`src/rtl/multicycle_ctrl.sv`:
```
// Multi-cycle FETCH/DECODE/EXEC/MEM/WB sequencer.
// Drives datapath enables, memory req/ready and traps.
module multicycle_ctrl #(
  parameter int TIMEOUT_W = 8,
  parameter int TIMEOUT   = 200
) (
  input  logic        clk,
  input  logic        rst_n,
  input  logic        run,
  input  logic        reg_write,
  input  logic        mem_read,
  input  logic        mem_write,
  input  logic        branch,
  input  logic        jump,
  input  logic        is_system,
  input  logic        illegal,
  input  logic        branch_taken,
  input  logic        mem_ready,
  input  logic        trap_clr,
  output logic        ir_en,
  output logic        mdr_en,
  output logic        pc_en,
  output logic        pc_sel,
  output logic        mem_req,
  output logic        mem_we,
  output logic        addr_sel,
  output logic        rf_we,
  output logic        trap,
  output logic [1:0]  trap_cause,
  output logic [2:0]  state,
  output logic [31:0] instret
);

  typedef enum logic [2:0] {
    S_IDLE   = 3'd0,
    S_FETCH  = 3'd1,
    S_DECODE = 3'd2,
    S_EXEC   = 3'd3,
    S_MEM    = 3'd4,
    S_WB     = 3'd5,
    S_TRAP   = 3'd6
  } state_t;

  localparam logic [TIMEOUT_W-1:0] LAST =
    TIMEOUT_W'(TIMEOUT - 1);

  state_t cur, nxt;

  logic [TIMEOUT_W-1:0] cnt;
  logic l_rw, l_mr, l_mw, l_br, l_j;
  logic latch, cnt_clr, cnt_inc, retire;
  logic cause_set, cause_clr;
  logic [1:0] cause_nxt;
  logic timed_out;

  assign timed_out = (cnt == LAST);
  assign state     = cur;

  // State register
  always_ff @(posedge clk or negedge rst_n) begin
    if (!rst_n) cur <= S_IDLE;
    else        cur <= nxt;
  end

  // Memory-wait counter, shared by FETCH and MEM
  always_ff @(posedge clk or negedge rst_n) begin
    if (!rst_n)       cnt <= '0;
    else if (cnt_clr) cnt <= '0;
    else if (cnt_inc) cnt <= cnt + 1'b1;
  end

  // Decoder controls captured once per instruction
  always_ff @(posedge clk or negedge rst_n) begin
    if (!rst_n) begin
      l_rw <= 1'b0;
      l_mr <= 1'b0;
      l_mw <= 1'b0;
      l_br <= 1'b0;
      l_j  <= 1'b0;
    end else if (latch) begin
      l_rw <= reg_write;
      l_mr <= mem_read;
      l_mw <= mem_write;
      l_br <= branch;
      l_j  <= jump;
    end
  end

  // Trap cause held while in TRAP
  always_ff @(posedge clk or negedge rst_n) begin
    if (!rst_n)         trap_cause <= 2'b00;
    else if (cause_set) trap_cause <= cause_nxt;
    else if (cause_clr) trap_cause <= 2'b00;
  end

  // Retired-instruction counter, wraps naturally
  always_ff @(posedge clk or negedge rst_n) begin
    if (!rst_n)      instret <= '0;
    else if (retire) instret <= instret + 32'd1;
  end

  // Next state and datapath controls
  always_comb begin
    nxt       = cur;
    ir_en     = 1'b0;
    mdr_en    = 1'b0;
    pc_en     = 1'b0;
    pc_sel    = 1'b0;
    mem_req   = 1'b0;
    mem_we    = 1'b0;
    addr_sel  = 1'b0;
    rf_we     = 1'b0;
    trap      = 1'b0;
    latch     = 1'b0;
    cnt_clr   = 1'b0;
    cnt_inc   = 1'b0;
    retire    = 1'b0;
    cause_set = 1'b0;
    cause_clr = 1'b0;
    cause_nxt = 2'b00;
    unique case (cur)
      S_IDLE: begin
        if (run) nxt = S_FETCH;
      end
      S_FETCH: begin
        mem_req = 1'b1;
        if (mem_ready) begin
          ir_en   = 1'b1;
          cnt_clr = 1'b1;
          nxt     = S_DECODE;
        end else if (timed_out) begin
          cnt_clr   = 1'b1;
          cause_set = 1'b1;
          cause_nxt = 2'b10;
          nxt       = S_TRAP;
        end else begin
          cnt_inc = 1'b1;
        end
      end
      S_DECODE: begin
        latch = 1'b1;
        if (illegal) begin
          cause_set = 1'b1;
          cause_nxt = 2'b01;
          nxt       = S_TRAP;
        end else if (is_system) begin
          cause_set = 1'b1;
          cause_nxt = 2'b11;
          nxt       = S_TRAP;
        end else begin
          nxt = S_EXEC;
        end
      end
      S_EXEC: begin
        if (l_mr || l_mw) begin
          nxt = S_MEM;
        end else if (l_rw) begin
          nxt = S_WB;
        end else begin
          pc_en  = 1'b1;
          pc_sel = (l_br & branch_taken) | l_j;
          retire = 1'b1;
        end
      end
      S_MEM: begin
        mem_req  = 1'b1;
        addr_sel = 1'b1;
        mem_we   = l_mw;
        if (mem_ready) begin
          cnt_clr = 1'b1;
          if (l_mw) begin
            pc_en  = 1'b1;
            retire = 1'b1;
          end else begin
            mdr_en = 1'b1;
            nxt    = S_WB;
          end
        end else if (timed_out) begin
          cnt_clr   = 1'b1;
          cause_set = 1'b1;
          cause_nxt = 2'b10;
          nxt       = S_TRAP;
        end else begin
          cnt_inc = 1'b1;
        end
      end
      S_WB: begin
        rf_we  = 1'b1;
        pc_en  = 1'b1;
        pc_sel = l_j;
        retire = 1'b1;
      end
      S_TRAP: begin
        trap = 1'b1;
        if (trap_clr) begin
          cause_clr = 1'b1;
          nxt       = S_IDLE;
        end
      end
      default: nxt = S_IDLE;
    endcase
    if (retire) nxt = run ? S_FETCH : S_IDLE;
  end

endmodule

```
`config.mk`:
```
export PLATFORM = sky130hd
export DESIGN_NAME = multicycle_ctrl
export DESIGN_NICKNAME = d
export VERILOG_FILES = /design/src/rtl/multicycle_ctrl.sv
export SDC_FILE = /design/constraint.sdc
export NUM_CORES = 1
export LEC_CHECK = 0
export ABC_AREA = 1
export BUFFER_PORTS_ARGS = -buffer_cell sky130_fd_sc_hd__buf_2
export CORE_ASPECT_RATIO = 1.5
export CORE_UTILIZATION = 60
export DETAILED_ROUTE_END_ITERATION = 10
export PLACE_DENSITY = 0.84
export SYNTH_ARGS = -nofsm -noshare
export SYNTH_HDL_FRONTEND = slang
export SYNTH_SLANG_ARGS = --single-unit
```
`constraint.sdc`:
```
create_clock -name clk -period 3.2 [get_ports clk]
set_input_delay 0.32 -clock clk [delete_from_list [all_inputs] [get_ports clk]]
set_output_delay 0.32 -clock clk [all_outputs]
set_load 0.05 [all_outputs]
```
# After elaboration in Yosys (flattened, before gate mapping)
# Cells that the tools add are included.
# Widths: inputs -> output; s select.
# word_totals
register_bits,50
in_bits,13
out_inout_bits,46
# op_classes
addsub,2
n_eq_ne,12
muxes,53
bitwise_logic,2
reduce_logical,6
# op_table
cell,count
$mux 3,11
$add 32x1->32 const B,1
$mux 1,29
$pmux 3 s7,1
$mux 8,2
$mux 2,6
$eq 3x3->1 const B,3
$add 8x1->8 const B,1
$eq 8x8->1 const B,1
$ne 4x4->1 const B,2
$eq 3x2->1 const B,2
$ne 3x3->1 const B,2
$reduce_and 5->1,1
$pmux 1 s2,2
$pmux 2 s2,1
$reduce_bool 2->1,2
$eq 3x1->1 const B,1
$logic_not 3->1,1
$pmux 1 s3,1
$ne 2x2->1 const B,1
$reduce_or 2->1,1
$and 1x1->1,1
$logic_or 1x1->1,1
$or 1x1->1,1

# Depth between registers and ports, before layout
# depth
word_depth,6
mapped_depth,10
ltp_nobuf,10

# Worst setup path before layout
# No wires, ideal clock.
# synth_path
path_type,reg2out
startpoint,reg cur[0] (netlist: state[0])
endpoint,out pc_sel
arrival_ns,1.927
required_time_ns,2.880
setup_slack_ns,0.953
stages_incl_launch_ff,5
path_buffers,0
path_cell_list,dfrtp_1 nand3_1 nor2_2 a31oi_1 a21oi_1
# synth_between
elab_chain_cells,2
word_cells_on_any_way,3
cone_classes,eq/ne (2); mux (1)
# synth_rtl
item,line_no,rtl
start: declaration,47,"state_t cur, nxt;"
start signal: assignment,62,else cur <= nxt;
$eq 3x3->1 or $eq 3x2->1 (tied branches),121,unique case (cur)
$pmux 1 s2 (*),121,
end: declaration,23,"output logic pc_sel,"
# Every way passes the cells marked *; elsewhere a longest branch is shown, timed or not.

# Worst setup path in the final report
# layout_path
startpoint,reg cur[0] (netlist: state[0])
endpoint,out pc_en
# layout_between
elab_chain_cells,2
word_cells_on_any_way,4
cone_classes,eq/ne (3); mux (1)
# layout_rtl
item,line_no,rtl
$eq 3x3->1 or $eq 3x2->1 (tied branches),121,
$pmux 1 s3 (*),121,
end: declaration,22,"output logic pc_en,"
# Marked as above.

==> impl_metrics.env <==
export IMPL_yosysMostFrequentCell="nand2_1"
export IMPL_finalSetupTns_ns=0
export IMPL_first_iter_violations=180
export IMPL_slew_violations=0
export IMPL_drtPass1Iterations=5
export IMPL_start_util=0.624
export IMPL_path_delay_family="simple AND/OR/NAND/NOR gates"
export IMPL_core_um2=5120
export IMPL_synth_edf_count=0
export IMPL_place_gp_congestion=0.977
export IMPL_drv_cap=0
export IMPL_grt_pass1_vias=3063
export IMPL_drc=0
export IMPL_drt_total_wl_mm=7.86
export IMPL_grtUsageTotal=0.311
export IMPL_synth_area_um2=3200
export IMPL_synth_distinct_cells=27
export IMPL_die_x_um=61.6
export IMPL_ys_seq_area_frac=0.391
export IMPL_syn_num_nets=489
export IMPL_crit_path_start="state[0]"
export IMPL_worst_pin_slew_ns=0.717
export IMPL_ctsHoldBuffers=0
export IMPL_hold_violations=0
export IMPL_grt_pass1_wl_mm=13.2
export IMPL_r2r_cells=8
export IMPL_cpMostUsedCell="nand3_2"
export IMPL_synth_top_area_cell="dfrtp_1"
export IMPL_p_sw_mw=1.12
export IMPL_cts_tree="yes"
export IMPL_antenna_cells=0
export IMPL_max_slew_margin=0.522
export IMPL_wl_per_cell_um=13.0
export IMPL_finClkSkew_ns=0.00349
export IMPL_worstPathMaxFanout=14
export IMPL_rsz0062_at_grt="false"
export IMPL_syn_inst=474
export IMPL_layout_area_seq_um2=1250
export IMPL_synth_common_cells="nand2_1 (191), nor2_1 (71), dfrtp_1 (50), inv_1 (47), nand3_1 (33)"
export IMPL_cpMaxStageDelayCell="dfrtp_1"
export IMPL_end_kind="output port"
export IMPL_ys_flop_type="dfrtp_1"
export IMPL_clkTransAtPathRegs_ns=0.09
export IMPL_hold_path_class="in2async"
export IMPL_vias_per_cell=5.23
export IMPL_yosys_top_cells_area="dfrtp_1 (39%), nand2_1 (22%), nor2_1 (8.3%)"
export IMPL_syn_to_final_growth_pct=14.0
export IMPL_arrival_ns=1.77
export IMPL_p_int_mw=1.25
export IMPL_die_area_um2=5630
export IMPL_clockRootBuffer="clkbuf_8"
export IMPL_cp_depth=5
export IMPL_p_leak_nw=1.91
export IMPL_crit_end="pc_en"
export IMPL_powerDensity_nw_per_um2=648
export IMPL_critPathKind="reg2out"
export IMPL_drive_gt1_frac=0.181
export IMPL_die_y_um=91.4
export IMPL_grt_max_degree=33
export IMPL_post_route_period_util=0.653
export IMPL_fin_nets=550
export IMPL_p_sw_frac=0.472
export IMPL_worst_hold_slack_ns=0.0625
export IMPL_max_vdd_ir_drop_v=0.000613
export IMPL_ys_warn_count=0
export IMPL_clock_fmax_ghz=0.479
export IMPL_postPlaceCellArea_um2=3540
export IMPL_multi_input_area_um2=1700
export IMPL_crit_required_ns=2.88
export IMPL_path_buf_inv=1
export IMPL_grt_ovfl_total=0
export IMPL_crit_path_start_kind="flop"
export IMPL_h_tree_depth=2
export IMPL_cts_setup_buffers=0
export IMPL_dp_hpwl_mm=5.99
export IMPL_r2r_start="state[0]"
export IMPL_cts_resized=0
export IMPL_ys_ff_latch=50
export IMPL_fin_area_um2=3650
export IMPL_cts_sinks=50
export IMPL_nFillCells=469
export IMPL_async_reset_ff_frac=1.00
export IMPL_clk_latency_ns=0.30
export IMPL_pin_count=59
export IMPL_pwr_share_seq=0.372
export IMPL_tritoncts_num_buffers=5
export IMPL_postRouteAntennaNets=0
export IMPL_portBuffers=58
export IMPL_syn_area_per_cell_um2=6.75
export IMPL_setup_viol=0
export IMPL_p_comb_frac=0.435
export IMPL_path_cells="nand2_1 -> nor2_2 -> nand3_2 -> nand3_2 -> buf_2"
export IMPL_cpPeakStageDelay_ns=0.48
export IMPL_cts_buffer_depth=2
export IMPL_num_vias=3156
export IMPL_rows=32
export IMPL_p_clk_frac=0.192
export IMPL_antenna_found_initial=0
export IMPL_netlist_area_leader_share=0.391
export IMPL_r2r_end="instret[25]"
export IMPL_outcome="finished, final reports clean"
export IMPL_period_minus_slack_ns=2.09
export IMPL_r2r_setup_slack_ns=1.32
-- per-stage QoR --
stage,setup WS (ns),power [mW],util,instances
finish,1.11,2.36,0.712,603
CTS,1.12,2.37,0.712,603
detailed placement,1.36,1.92,0.690,596
global placement,1.38,1.90,0.690,596
global route,0.967,2.51,0.712,603
floorplan,0.953,1.71,-,474
-- power by group through the flow --
stage | clock network, mW | registers, mW | logic [mW]
after floorplan | 0 | 1.05 | 0.655
after global placement | 0 | 0.886 | 1.01
after detailed placement | 0 | 0.890 | 1.03
after CTS | 0.458 | 0.878 | 1.03
after global routing | 0.487 | 0.897 | 1.12
final | 0.455 | 0.880 | 1.03
-- cell families after synthesis --
kind of cell | count (synthesis) | share of synthesized area
flops | 50 | 0.391
compound gates | 14 | 0.0227
buf+inv | 57 | 0.0766
simple gates | 334 | 0.446
fa+ha+maj | 2 | 0.00782
xor+xnor | 17 | 0.0559
-- flip-flops by register name (all words and copies together) (netlist names) --
register and count:
cnt 8, instret 32, l_br 1, l_j 1
l_mr 1, l_mw 1, l_rw 1, state 3
trap_cause 2
-- how the worst min path moves through the flow --
stage / slack [ns] / from / depth (start not counted) / to
after floorplan: 0.02 / rst_n / 0 / cnt[0]
after global placement: 0.41 / rst_n / 1 / instret[7]
after detailed placement: 0.41 / rst_n / 1 / instret[7]
after CTS: 0.09 / rst_n / 1 / instret[7]
after global routing: 0.13 / rst_n / 1 / l_rw
final: 0.06 / rst_n / 1 / instret[6]
-- cell type report --
type,instances,area share
Tap cell,68,0.0233
Inverter,51,0.0525
Clock inverter,1,0.00823
Clock buffer,6,0.0226
Sequential cell,50,0.343
Multi-Input combinational cell,367,0.467
Timing Repair Buffer,60,0.0837
-- cell usage in the layout (no fill, tap or decap), types with 2 or more instances in the layout --
cell,n
a21oi_1,4
a31oi_1,2
buf_2,58
buf_4,2
clkbuf_8,6
dfrtp_1,50
ha_1,2
inv_1,47
inv_2,3
nand2_1,191
nand2_2,9
nand3_1,33
nand3_2,4
nand3b_1,2
nand4_1,9
nor2_1,71
nor2_2,6
nor2_4,3
nor3_1,4
o21ai_0,5
o21ai_1,3
xnor2_1,2
xnor2_2,4
xor2_1,11
-- metal layers --
| metal | vias up | wire length (µm) | part of all wire | GRT usage |
|---|---|---|---|---|
| li1 | 1581 | - | - | - |
| met1 | 1456 | 3040 | 0.39 | 0.332 |
| met2 | 96 | 4180 | 0.53 | 0.539 |
| met3 | 23 | 373 | 0.047 | 0.0698 |
| met4 | 0 | 267 | 0.034 | 0.159 |
| met5 | - | 0 | 0 | 0 |
No activity file was read; power rests on OpenSTA's default activity.
